### config.mk
export PLATFORM = sky130hd
export DESIGN_NAME = logic_gate_pipe
export DESIGN_NICKNAME = d
export VERILOG_FILES = /design/src/rtl/logic_gate_pipe_pkg.sv /design/src/rtl/logic_gate_stage.sv /design/src/rtl/logic_gate_pipe.sv
export SDC_FILE = /design/constraint.sdc
export NUM_CORES = 1
export LEC_CHECK = 0
export BUFFER_PORTS_ARGS = -buffer_cell sky130_fd_sc_hd__buf_2
export CORE_AREA = 5 5 79 81
export DETAILED_ROUTE_END_ITERATION = 12
export DIE_AREA = 0 0 84 86
export MAX_ROUTING_LAYER = met4
export PLACE_DENSITY = 0.77
export SKIP_LAST_GASP = 1
export SYNTH_ARGS = -nofsm -noshare
export SYNTH_HDL_FRONTEND = slang
export SYNTH_HIERARCHICAL = 1
export SYNTH_SLANG_ARGS = --single-unit
### constraint.sdc
create_clock -name clk -period 2.6 [get_ports clk]
set_clock_uncertainty 0.1 [all_clocks]
set_input_delay 0.39 -clock clk [delete_from_list [all_inputs] [get_ports clk]]
set_output_delay 0.39 -clock clk [all_outputs]
set_load 0.02 [all_outputs]
### src/rtl/logic_gate_pipe_pkg.sv
// Shared definitions for the registered logic-gate pipeline.
// Operation encodings and the flag field width carried with each result.
package logic_gate_pipe_pkg;

    typedef enum logic [2:0] {
        OP_NOT  = 3'b000,
        OP_BUF  = 3'b001,
        OP_AND  = 3'b010,
        OP_OR   = 3'b011,
        OP_XOR  = 3'b100,
        OP_NAND = 3'b101,
        OP_NOR  = 3'b110,
        OP_XNOR = 3'b111
    } gate_op_e;

    localparam int FLAG_W = 2;

endpackage

### src/rtl/logic_gate_stage.sv
// One valid/ready register slice of the gate pipeline.
// The load strobe comes from the ready chain computed in the top level.
module logic_gate_stage
    import logic_gate_pipe_pkg::*;
#(
    parameter int DW = 10
) (
    input  logic          clk,
    input  logic          rst,
    input  logic          load,
    input  logic          in_valid,
    input  logic [DW-1:0] in_data,
    output logic          out_valid,
    output logic [DW-1:0] out_data
);

    logic          v_q;
    logic          v_d;
    logic [DW-1:0] data_q;
    logic [DW-1:0] data_d;

    always_comb begin
        v_d    = v_q;
        data_d = data_q;
        if (load) begin
            v_d = in_valid;
            // Data only moves with a valid beat, so idle inputs never leak in.
            if (in_valid) begin
                data_d = in_data;
            end
        end
    end

    always_ff @(posedge clk) begin
        if (rst) begin
            v_q    <= 1'b0;
            data_q <= '0;
        end else begin
            v_q    <= v_d;
            data_q <= data_d;
        end
    end

    assign out_valid = v_q;
    assign out_data  = data_q;

endmodule

### src/rtl/logic_gate_pipe.sv
// Selectable bitwise gate with zero/parity flags, pushed through a
// back-pressured register pipeline and a saturating completion counter.
module logic_gate_pipe
    import logic_gate_pipe_pkg::*;
#(
    parameter int WIDTH  = 8,
    parameter int STAGES = 2,
    parameter int CNT_W  = 16
) (
    input  logic             clk,
    input  logic             rst,
    input  logic [WIDTH-1:0] A,
    input  logic [WIDTH-1:0] B,
    input  logic [2:0]       OP,
    input  logic             in_valid,
    output logic             in_ready,
    output logic [WIDTH-1:0] Y,
    output logic             Z,
    output logic             P,
    output logic             out_valid,
    input  logic             out_ready,
    output logic [CNT_W-1:0] op_count
);

    localparam int DW = WIDTH + FLAG_W;

    logic [WIDTH-1:0] fn_y;
    logic [DW-1:0]    in_data;
    logic [STAGES-1:0] vld;
    logic [DW-1:0]    dat [STAGES];
    logic [STAGES:0]  rdy;
    logic [CNT_W-1:0] cnt_q;
    logic [CNT_W-1:0] cnt_d;

    always_comb begin
        fn_y = '0;
        case (gate_op_e'(OP))
            OP_NOT:  fn_y = ~A;
            OP_BUF:  fn_y = A;
            OP_AND:  fn_y = A & B;
            OP_OR:   fn_y = A | B;
            OP_XOR:  fn_y = A ^ B;
            OP_NAND: fn_y = ~(A & B);
            OP_NOR:  fn_y = ~(A | B);
            OP_XNOR: fn_y = ~(A ^ B);
            default: fn_y = '0;
        endcase
    end

    assign in_data = {~|fn_y, ^fn_y, fn_y};

    // A stage may load when empty or when everything downstream moves.
    always_comb begin
        rdy         = '0;
        rdy[STAGES] = out_ready;
        for (int k = STAGES - 1; k >= 0; k--) begin
            rdy[k] = !vld[k] || rdy[k+1];
        end
    end

    for (genvar k = 0; k < STAGES; k++) begin : g_stage
        logic          s_valid;
        logic [DW-1:0] s_data;
        if (k == 0) begin : g_head
            assign s_valid = in_valid;
            assign s_data  = in_data;
        end else begin : g_body
            assign s_valid = vld[k-1];
            assign s_data  = dat[k-1];
        end
        logic_gate_stage #(
            .DW(DW)
        ) u_stage (
            .clk      (clk),
            .rst      (rst),
            .load     (rdy[k]),
            .in_valid (s_valid),
            .in_data  (s_data),
            .out_valid(vld[k]),
            .out_data (dat[k])
        );
    end

    assign in_ready      = rdy[0] && !rst;
    assign out_valid     = vld[STAGES-1];
    assign {Z, P, Y}     = dat[STAGES-1];

    always_comb begin
        cnt_d = cnt_q;
        if (out_valid && out_ready && (cnt_q != {CNT_W{1'b1}})) begin
            cnt_d = cnt_q + 1'b1;
        end
    end

    always_ff @(posedge clk) begin
        if (rst) begin
            cnt_q <= '0;
        end else begin
            cnt_q <= cnt_d;
        end
    end

    assign op_count = cnt_q;

endmodule

==> results.json <==
{
  "antenna_found_initial": 0,
  "ys.warnings.count": 6,
  "finalCritPeriodShare_pct": 90.3,
  "irDropWorstVdd_mv": 0.275,
  "placed_cells": 454,
  "syn_avg_cell_area_sq_um": 8.47,
  "grt_pass1_wl_microns": 11100,
  "drive_gt1_share_pct": 26.4,
  "dr_total_vias": 2716,
  "p_per_area_nw_per_um2": 436,
  "yosys-top-cells-area": "dfxtp_1 (26%), ha_1 (9.0%), a21bo_1 (6.2%)",
  "max_slew_margin_pct": 49.3,
  "startpoint_type": "primary input",
  "synth_seq_cells": 38,
  "path_clk_slew_ns": 0.07,
  "ys_types": 63,
  "arrival_ns": 2.47,
  "gp_congestion": 0.908,
  "design.core.area_sq_um": 5410,
  "path_max_fanout": 3,
  "setup_viol": 0,
  "p_sw_share_pct": 27.9,
  "root_buffer": "clkbuf_8",
  "final_hold_viol_count": 0,
  "cts_setup_buffers": 0,
  "highest_layer": "met4",
  "worst_hold_path_type": "in -> reg",
  "clock-sinks": 38,
  "synth_flop_cell": "dfxtp_1",
  "grt_usage_pct": 18.6,
  "fmax_ghz": 0.426,
  "dp_slack_ns": -0.109,
  "io_pins": 51,
  "crit_required_ns": 2.72,
  "fin_nets": 433,
  "met3RoutedLength_microns": 310,
  "htree_levels": 2,
  "p_seq_share_pct": 42.8,
  "dpl.hpwl_microns": 4840,
  "critical_path_class": "in -> reg",
  "regArea_sq_um": 761,
  "instances_no_fill": 462,
  "maxSlewViolCount": 0,
  "grt_max_degree": 37,
  "clockPowerShare_pct": 33.7,
  "wl_per_cell_microns": 13.9,
  "setup_slack_ns": 0.253,
  "async_reset_ff_share_pct": 0,
  "cts_tree": "done",
  "drt-total-wl_microns": 6410,
  "met2_length_microns": 2830,
  "clk_latency_ns": 0.29,
  "wl_met1_microns": 3090,
  "die_x_microns": 84,
  "fillers": 481,
  "tightest_slew_ns": 0.760,
  "drv_cap": 0,
  "fin_crit_ns": 2.35,
  "num_antenna_cells": 0,
  "outcome": "finished clean",
  "start_util_pct": 53.8,
  "p_comb_share_pct": 23.5,
  "grt_overflow": 0,
  "cp-end-kind": "flop",
  "viasPerCell": 5.88,
  "multi_input_area_sq_um": 1930,
  "port_buffers": 50,
  "rsz0062_at_grt": "no",
  "die_y_microns": 86,
  "yosysTopAreaCellShare_pct": 26.2,
  "power_switching_mw": 0.403,
  "syn-instance-count": 343,
  "fp-row-count": 27,
  "synth-edff-count": 0,
  "post-route-util_pct": 61.4,
  "dr.pass1.iters": 4,
  "synth_nets": 387,
  "antenna_left": 0,
  "setup_tns_ns": 0,
  "syn2layout_area_growth_pct": 14.2,
  "p_int_mw": 1.04,
  "grt_pass1_vias": 2531,
  "drc": 0,
  "synth_top_area_cell": "dfxtp_1",
  "ys_seq_area_share_pct": 26.2,
  "clk_path_buf_depth": 2,
  "dieArea_sq_um": 7220,
  "numCtsBuffers": 5,
  "drt_iter0_drc": 98,
  "leakage_nw": 1.43,
  "syn-cell-area_sq_um": 2910
}
-- flip-flops by register name, indices dropped and copies added (netlist names) --
register,cells
g_stage.u_stage/out_valid,2
op_count,16
g_stage.u_stage/out_data,20
-- layout by cell type (no fill, tap or decap), drive strengths merged, types with 6 or more instances in the layout --
cell	Yosys	final
ha	21	21
nor2	19	19
inv	22	22
a21bo	20	20
buf	18	63
mux2i	6	6
nand2	18	18
a211oi	6	6
o21ai	12	12
dfxtp	38	38
a21oi	37	37
nor3	10	10
nand3	28	28
-- stage by stage --
| step | instance area (sq um) | total power, mW | hold WS, ns |
|---|---|---|---|
| 3_3_place_gp | 3200 | 0.953 | 0.355 |
| 5_1_grt | 3320 | 1.52 | 0.354 |
| 2_1_floorplan | 2910 | 0.881 | 0.332 |
| 3_5_place_dp | 3200 | 0.969 | 0.364 |
| 4_1_cts | 3310 | 1.46 | 0.337 |
| 6_report | 3320 | 1.45 | 0.354 |
-- cell usage after synthesis (2+ instances only) --
| master | instances |
|---|---|
| dfxtp_1 | 38 |
| xor2_1 | 4 |
| o31ai_1 | 4 |
| o21a_1 | 3 |
| buf_2 | 10 |
| and2_1 | 2 |
| a21oi_2 | 18 |
| buf_1 | 2 |
| xnor2_1 | 2 |
| or3_1 | 3 |
| nor3_1 | 10 |
| mux2_2 | 2 |
| a21bo_2 | 2 |
| o21ai_0 | 9 |
| inv_1 | 21 |
| a211oi_1 | 6 |
| nand3_1 | 28 |
| nand4_2 | 2 |
| o211ai_1 | 4 |
| a21oi_1 | 19 |
| clkbuf_1 | 5 |
| nand4_1 | 3 |
| nor4b_1 | 2 |
| nor2_1 | 19 |
| mux4_2 | 2 |
| or4_1 | 4 |
| nand2_1 | 18 |
| a31oi_1 | 2 |
| buf_4 | 3 |
| mux2i_1 | 6 |
| a21bo_1 | 18 |
| o2111a_1 | 2 |
| and4_1 | 4 |
| o21ai_1 | 3 |
| ha_1 | 21 |
| a221oi_1 | 4 |
| and3_1 | 2 |
| buf_6 | 3 |
| nand2b_1 | 5 |
| a221o_1 | 5 |
-- power groups by stage --
stage                     combinational, mW  sequential, mW  clock (mW)
after floorplan                       0.247           0.634           0
after global placement                0.323           0.630           0
after detailed placement              0.338           0.631           0
after CTS                             0.339           0.618       0.498
after global routing                  0.381           0.621       0.519
final                                 0.340           0.619       0.488
-- final timing paths --
check                                               from                                           to  slack (ns)  depth (start not counted)
max                                                 A[3]  g_stage[0].u_stage/out_data[8]$_SDFFE_PP0P_        0.25                         11
min                                                  rst                    op_count[13]$_SDFFE_PP0P_        0.35                          3
max reg2reg    g_stage[1].u_stage/out_valid$_SDFFE_PP0P_                     op_count[5]$_SDFFE_PP0P_        0.70                          4
min reg2reg  g_stage[0].u_stage/out_data[7]$_SDFFE_PP0P_  g_stage[1].u_stage/out_data[7]$_SDFFE_PP0P_        0.37                          2
-- cells by family (layout without fill, tap and decap cells) --
family	count (synthesis)	after routing	share of synthesized area, %
DFF	38	38	26.2
buffers and inverters	46	93	7.71
adders and majority gates	21	21	9.04
AOI/OAI and AO/OA	112	112	30.1
and+or+nand+nor	110	110	20.8
xor gates and xnor gates	6	6	1.81
muxes	10	10	4.39
-- routing by layer --
metal  vias up  track usage, %
li1       1371               -
met1      1252            23.6
met2        74            29.1
met3        19            2.98
met4         0            8.63
met5         -               -
-- area by class of cell --
type,instances,share of cell area [%]
Clock buffer,5,2.07
Multi-Input combinational cell,259,58.1
Sequential cell,38,22.9
Inverter,22,2.49
Tap cell,72,2.71
Clock inverter,3,1.21
Timing Repair Buffer,63,10.5
-- critical path, stage by stage --
cell and delay (ns):
buf_2 0.11, ha_1 0.21, nor4b_2 0.28, a21oi_1 0.08, a22o_1 0.25, a221oi_1 0.29, ha_1 0.30, xnor2_1 0.19
xnor2_1 0.14, nand3_1 0.10, a21oi_2 0.12
-- timing repair --
| item | 4_1_cts | 5_1_grt |
|---|---|---|
| setup endpoints to repair | 0 | 1 |
| resized for setup | 0 | 2 |
| hold buffers | 0 | 0 |
(Power assumes the default switching activity.)
